$ cat config.mk
export PLATFORM = sky130hd
export DESIGN_NAME = serial_clock_gen
export DESIGN_NICKNAME = d
export VERILOG_FILES = /design/src/rtl/serial_clock_gen.sv
export SDC_FILE = /design/constraint.sdc
export NUM_CORES = 1
export LEC_CHECK = 0
export ABC_CLOCK_PERIOD_IN_PS = 2300
export CAP_MARGIN = 20
export CORE_MARGIN = 2
export CORE_UTILIZATION = 52
export DETAILED_ROUTE_END_ITERATION = 12
export GPL_ROUTABILITY_DRIVEN = 0
export PLACE_DENSITY = 0.73
export SYNTH_ARGS = -nofsm -noshare
export SYNTH_HDL_FRONTEND = slang
export SYNTH_SLANG_ARGS = --single-unit
$ cat constraint.sdc
create_clock -name CLK -period 2.3 [get_ports CLK]
set_input_delay 0.46 -clock CLK [delete_from_list [all_inputs] [get_ports CLK]]
set_output_delay 0.46 -clock CLK [all_outputs]
set_load 0.01 [all_outputs]
$ cat src/rtl/serial_clock_gen.sv
// -----------------------------------------------------------------------------
// serial_clock_gen
//   Programmable serial-clock generator. Divides CLK by a runtime divisor
//   (half-period = div+1 CLK cycles) and drives SERIAL_CLK with a selectable
//   idle polarity. Runs continuously (BURST_LEN=0) or for a counted number of
//   full SERIAL_CLK cycles, and always stops at the idle level.
//
// Ports
//   CLK        in   system clock, posedge
//   RST        in   asynchronous reset, active-high
//   DIV_VAL    in   divisor value for DIV_LOAD
//   DIV_LOAD   in   strobe: capture DIV_VAL into the shadow divisor
//   CPOL       in   idle level of SERIAL_CLK (tracked only while idle)
//   BURST_LEN  in   full cycles per run, 0 = continuous (sampled at START)
//   START      in   strobe: begin a run (idle only)
//   STOP       in   strobe: end the run at the next idle-level point
//   SERIAL_CLK out  divided clock, registered
//   RISE_TICK  out  pulse with each SERIAL_CLK 0->1 toggle
//   FALL_TICK  out  pulse with each SERIAL_CLK 1->0 toggle
//   BUSY       out  run in progress (drops one cycle after return to IDLE)
//   DONE       out  pulse when a run has finished
// -----------------------------------------------------------------------------
module serial_clock_gen #(
  parameter int               CNT_W       = 16,
  parameter logic [CNT_W-1:0] DEFAULT_DIV = CNT_W'(16'h003F),
  parameter int               BURST_W     = 8
) (
  input  logic               CLK,
  input  logic               RST,
  input  logic [CNT_W-1:0]   DIV_VAL,
  input  logic               DIV_LOAD,
  input  logic               CPOL,
  input  logic [BURST_W-1:0] BURST_LEN,
  input  logic               START,
  input  logic               STOP,
  output logic               SERIAL_CLK,
  output logic               RISE_TICK,
  output logic               FALL_TICK,
  output logic               BUSY,
  output logic               DONE
);

  typedef enum logic [1:0] {S_IDLE, S_RUN, S_DRAIN} state_e;

  state_e             state_q;
  logic [CNT_W-1:0]   cnt_q;
  logic [CNT_W-1:0]   div_act_q;
  logic [CNT_W-1:0]   div_sh_q;
  logic [BURST_W-1:0] burst_q;
  logic [BURST_W-1:0] edges_q;
  logic               cpol_q;

  logic start_ok;
  logic at_idle;
  logic tc;
  logic last_full;

  // BUSY stays high for the cycle after the run re-enters IDLE, so gating
  // START with it also blocks a restart before DONE has been reported.
  assign start_ok  = START && !STOP && !BUSY;
  assign at_idle   = (SERIAL_CLK == cpol_q);
  // >= rather than == keeps the counter bounded even if the divisor shrank.
  assign tc        = (cnt_q >= div_act_q);
  // Widened by one bit so the +1 can never wrap into a false match.
  assign last_full = (burst_q != '0) &&
                     (({1'b0, edges_q} + 1'b1) == {1'b0, burst_q});

  always_ff @(posedge CLK or posedge RST) begin
    if (RST) begin
      state_q    <= S_IDLE;
      cnt_q      <= '0;
      div_act_q  <= DEFAULT_DIV;
      div_sh_q   <= DEFAULT_DIV;
      burst_q    <= '0;
      edges_q    <= '0;
      cpol_q     <= 1'b0;
      SERIAL_CLK <= 1'b0;
      RISE_TICK  <= 1'b0;
      FALL_TICK  <= 1'b0;
      BUSY       <= 1'b0;
      DONE       <= 1'b0;
    end else begin
      RISE_TICK <= 1'b0;
      FALL_TICK <= 1'b0;
      // First idle cycle after a run: report completion, BUSY falls below.
      DONE      <= BUSY && (state_q == S_IDLE);
      if (DIV_LOAD) div_sh_q <= DIV_VAL;

      case (state_q)
        S_IDLE: begin
          cpol_q     <= CPOL;
          SERIAL_CLK <= CPOL;   // polarity change only, never a tick
          cnt_q      <= '0;
          BUSY       <= start_ok;
          if (DIV_LOAD) div_act_q <= DIV_VAL;
          if (start_ok) begin
            state_q <= S_RUN;
            burst_q <= BURST_LEN;
            edges_q <= '0;
          end
        end

        S_RUN: begin
          BUSY <= 1'b1;
          if (STOP && at_idle) begin
            // Already at idle level: stop here, suppressing any toggle away.
            state_q <= S_IDLE;
            cnt_q   <= '0;
          end else if (tc) begin
            cnt_q      <= '0;
            SERIAL_CLK <= ~SERIAL_CLK;
            RISE_TICK  <= ~SERIAL_CLK;
            FALL_TICK  <= SERIAL_CLK;
            div_act_q  <= div_sh_q;   // new divisor only on half-period boundary
            if (!at_idle) begin
              // This toggle returns to idle level: one full cycle completed.
              if (burst_q != '0) edges_q <= edges_q + 1'b1;
              if (STOP || last_full) state_q <= S_IDLE;
            end
          end else begin
            cnt_q <= cnt_q + 1'b1;
            if (STOP) state_q <= S_DRAIN;
          end
        end

        S_DRAIN: begin
          BUSY <= 1'b1;
          if (tc) begin
            // Always the toggle back to idle level.
            cnt_q      <= '0;
            SERIAL_CLK <= ~SERIAL_CLK;
            RISE_TICK  <= ~SERIAL_CLK;
            FALL_TICK  <= SERIAL_CLK;
            div_act_q  <= div_sh_q;
            state_q    <= S_IDLE;
          end else begin
            cnt_q <= cnt_q + 1'b1;
          end
        end

        default: state_q <= S_IDLE;
      endcase
    end
  end

endmodule

==> results.sh <==
export IMPL_outcome="complete, but fails checks"
export IMPL_failed_checks="negative setup slack"
export IMPL_arrival_time_reported_for_the_critical_path_endpoint_ns=2.65
export IMPL_slew_viol_final=0
export IMPL_netSwitchingPower_mw=1.95
export IMPL_clock_fmax_ghz=0.421
export IMPL_route_detailed_drc=0
export IMPL_clock_sinks=72
export IMPL_detailroute_via_count=3221
export IMPL_p_int_mw=3.26
export IMPL_diodes=0
export IMPL_postSynthNetCount=459
export IMPL_detailedRoute_firstIterationViolations=246
export IMPL_crit_fanout=8
export IMPL_cts_root_to_sink_buffers=2
export IMPL_fp_dieArea_mm2=0.00843
export IMPL_ctsRootBufferMaster="clkbuf_8"
export IMPL_reg_to_reg_slack_setup_ns=-0.08
export IMPL_synth_lib_cells_used_distinct=44
export IMPL_power_combinational_fraction_pct=45.1
export IMPL_totalPowerFinal_mw=5.21
export IMPL_cts_tree="yes"
export IMPL_timing_critical_path_from_type="register"
export IMPL_avgSynthCellArea_um2=9.88
export IMPL_timing_clock_skew_ns=0.0107
export IMPL_first_global_vias=3095
export IMPL_share_clk_of_total_power_pct=18.9
export IMPL_ctsHtreeMaxLevel=3
export IMPL_die_h_um=91.8
export IMPL_start_util_pct=52.7
export IMPL_ant_nets=0
export IMPL_die_width_um=91.8
export IMPL_grt_ovfl_total=0
export IMPL_finish_utilization_pct=68.3
export IMPL_final_area_mm2=0.00519
export IMPL_area_growth_syn_to_layout_pct=29.5
export IMPL_layout_filler_cells=564
export IMPL_slew_headroom_pct=65.0
export IMPL_asyncSetResetFlopFracSynth_pct=100
export IMPL_count_of_synthesis_stage_warnings_from_yosys=0
export IMPL_reported_leakage_power_nw=2.26
export IMPL_p_per_area_mw_per_mm2=1000
export IMPL_r2r_end="div_act_q[10]"
export IMPL_number_of_buffers_created_by_cts=9
export IMPL_layout_setup_ws_ns=-0.0758
export IMPL_grt_max_degree=33
export IMPL_post_synthesis_cell_count=406
export IMPL_synth_cell_area_mm2=0.00401
export IMPL_max_cap_violations=0
export IMPL_setup_violations_final=14
export IMPL_ys_ff_latch=72
export IMPL_synth_enable_flop_cells=0
export IMPL_row_count=32
export IMPL_detailed_place_area_mm2=0.00464
export IMPL_fin_nets=526
export IMPL_worst_r2r_startpoint="cnt_q[11]"
export IMPL_routed_wl_um=9030
export IMPL_dp_hpwl_um=5890
export IMPL_worstHoldPathType="primary input to asynchronous set/reset pin"
export IMPL_switching_share_pct=37.5
export IMPL_grt_setup_unrepaired="true"
export IMPL_wl_per_cell_um=15.6
export IMPL_timing_hold_violations_final=0
export IMPL_finalCriticalPeriod_ns=2.38
export IMPL_pre_cts_slack_ns=-0.0915
export IMPL_globalRouteTotalUtil_pct=20.3
export IMPL_final_min_period_over_clock_period_pct=103
export IMPL_clk_insertion_delay_late_ns=0.34
export IMPL_power_sequential_fraction_pct=35.9
export IMPL_setup_tns_final_ns=-0.665
export IMPL_nature_of_the_critical_path_endpoint="register"
export IMPL_cts_hold_buffers=0
export IMPL_timing_worst_slew_pin_value_ns=0.522
export IMPL_timing_setup_critical_path_class="register to register"
export IMPL_grt_first_pass_wirelength_um=13900
export IMPL_layout_cells_most_common="dfrtp_1"
export IMPL_peakVddDrop_uv=551
export IMPL_clk_pin_slew_worst_paths_ns=0.08
export IMPL_core_area_mm2=0.00761
export IMPL_final_cell_mix="dfrtp_1, nand2_1, clkdlybuf4s50_1, o21ai_0, buf_4"
export IMPL_post_drt_via_cell_ratio=5.56
export IMPL_drive_above_1_share_pct=27.5
export IMPL_crit_required_ns=2.57
export IMPL_number_of_antenna_violations_at_the_first_check_in_global_routing=0
export IMPL_yosys_most_used_dff="dfrtp_1"
export IMPL_sequential_to_total_area_share_from_yosys_stat_pct=45.3
export IMPL_drt_pre_antenna_iters=4
export IMPL_floorplan_io_pins=35
export IMPL_numPortBuffers=34
export IMPL_r2r_cells=10
-- sequential cells by signal (all words and copies together) (netlist names) --
register    cells
div_act_q      16
SERIAL_CLK      1
cpol_q          1
div_sh_q       16
edges_q         8
DONE            1
cnt_q          16
state_q         2
BUSY            1
FALL_TICK       1
burst_q         8
RISE_TICK       1
-- logic make-up (layout without fill, tap and decap cells) --
group | count (synthesis) | in the layout | synth area share, %
flops | 72 | 72 | 45.3
simple gates | 115 | 115 | 13.6
mux | 42 | 42 | 11.3
xor+xnor | 20 | 20 | 4.55
buf+inv | 45 | 116 | 4.55
fa+ha+maj | 23 | 23 | 7.17
compound gates | 89 | 89 | 13.6
-- layer usage --
metal  up-vias  GRT usage [%]  share of wire, %
met4         0           7.34               2.0
met5         -              0                 0
met3        12           3.78               2.7
li1       1565              -                 -
met2        62           33.2                50
met1      1582           27.0                45
-- stage by stage --
stage | std cells | hold WS, ns
floorplan | 406 | 0.450
global placement | 551 | 0.462
detailed placement | 551 | 0.473
CTS | 567 | 0.456
global route | 579 | 0.491
finish | 579 | 0.446
-- critical path, stage by stage (launching register included) --
cell and delay [ns]:
dfrtp_2 0.45, ha_4 0.23, a21oi_1 0.18, o21ai_1 0.12, a221oi_2 0.36, o21ai_2 0.10, buf_6 0.15, o221ai_4 0.33
clkbuf_16 0.24, nand2_1 0.06, o21ai_1 0.07
-- what timing repair did --
action,4_1_cts,5_1_grt
pin swaps,1,18
resized for setup,3,59
buffers inserted,1,10
gates cloned,0,3
setup endpoints to repair,22,39
-- cell type report --
type | instances | area [um^2] | area share [%]
Timing Repair Buffer | 74 | 738 | 14.2
Tap cell | 102 | 128 | 2.46
Sequential cell | 72 | 1820 | 35.0
Clock buffer | 11 | 141 | 2.72
Clock inverter | 4 | 45.0 | 0.867
Multi-Input combinational cell | 289 | 2220 | 42.8
Inverter | 27 | 101 | 1.95
-- power groups by stage --
stage	registers, mW	logic, mW	clock network, mW
floorplan	1.83	1.26	0
global placement	1.86	1.74	0
detailed placement	1.87	1.80	0
CTS	1.85	1.83	1.01
global route	1.92	2.56	1.05
finish	1.87	2.35	0.987
-- worst max-delay path by stage --
stage | startpoint | endpoint | slack (ns) | depth (start not counted)
CTS | cnt_q[11] | div_act_q[5] | -0.002 | 10
global route | cnt_q[11] | div_act_q[4] | -0.14 | 10
finish | cnt_q[11] | div_act_q[10] | -0.08 | 10
detailed placement | div_act_q[5] | cnt_q[13] | -0.09 | 11
floorplan | RST | BUSY | 0.03 | 1
global placement | div_act_q[5] | cnt_q[13] | -0.05 | 11
-- synthesized netlist by cell type (all sizes together), types with 4 or more instances --
library cell	instances	area share (%)
nor2b	5	0.78
dfrtp	60	37
xnor2	10	2.4
mux2	25	7.0
mux2i	17	4.2
and3	7	1.1
nand4	9	1.4
o21a	4	0.75
nor2	15	1.4
nand2	45	4.2
dfstp	12	7.9
xor2	10	2.2
buf	7	1.0
inv	27	2.5
ha	23	7.2
a21oi	7	0.87
o21ai	51	6.5
clkbuf	11	1.0
nand3	20	2.5
No activity file was read; power rests on OpenSTA's default activity.
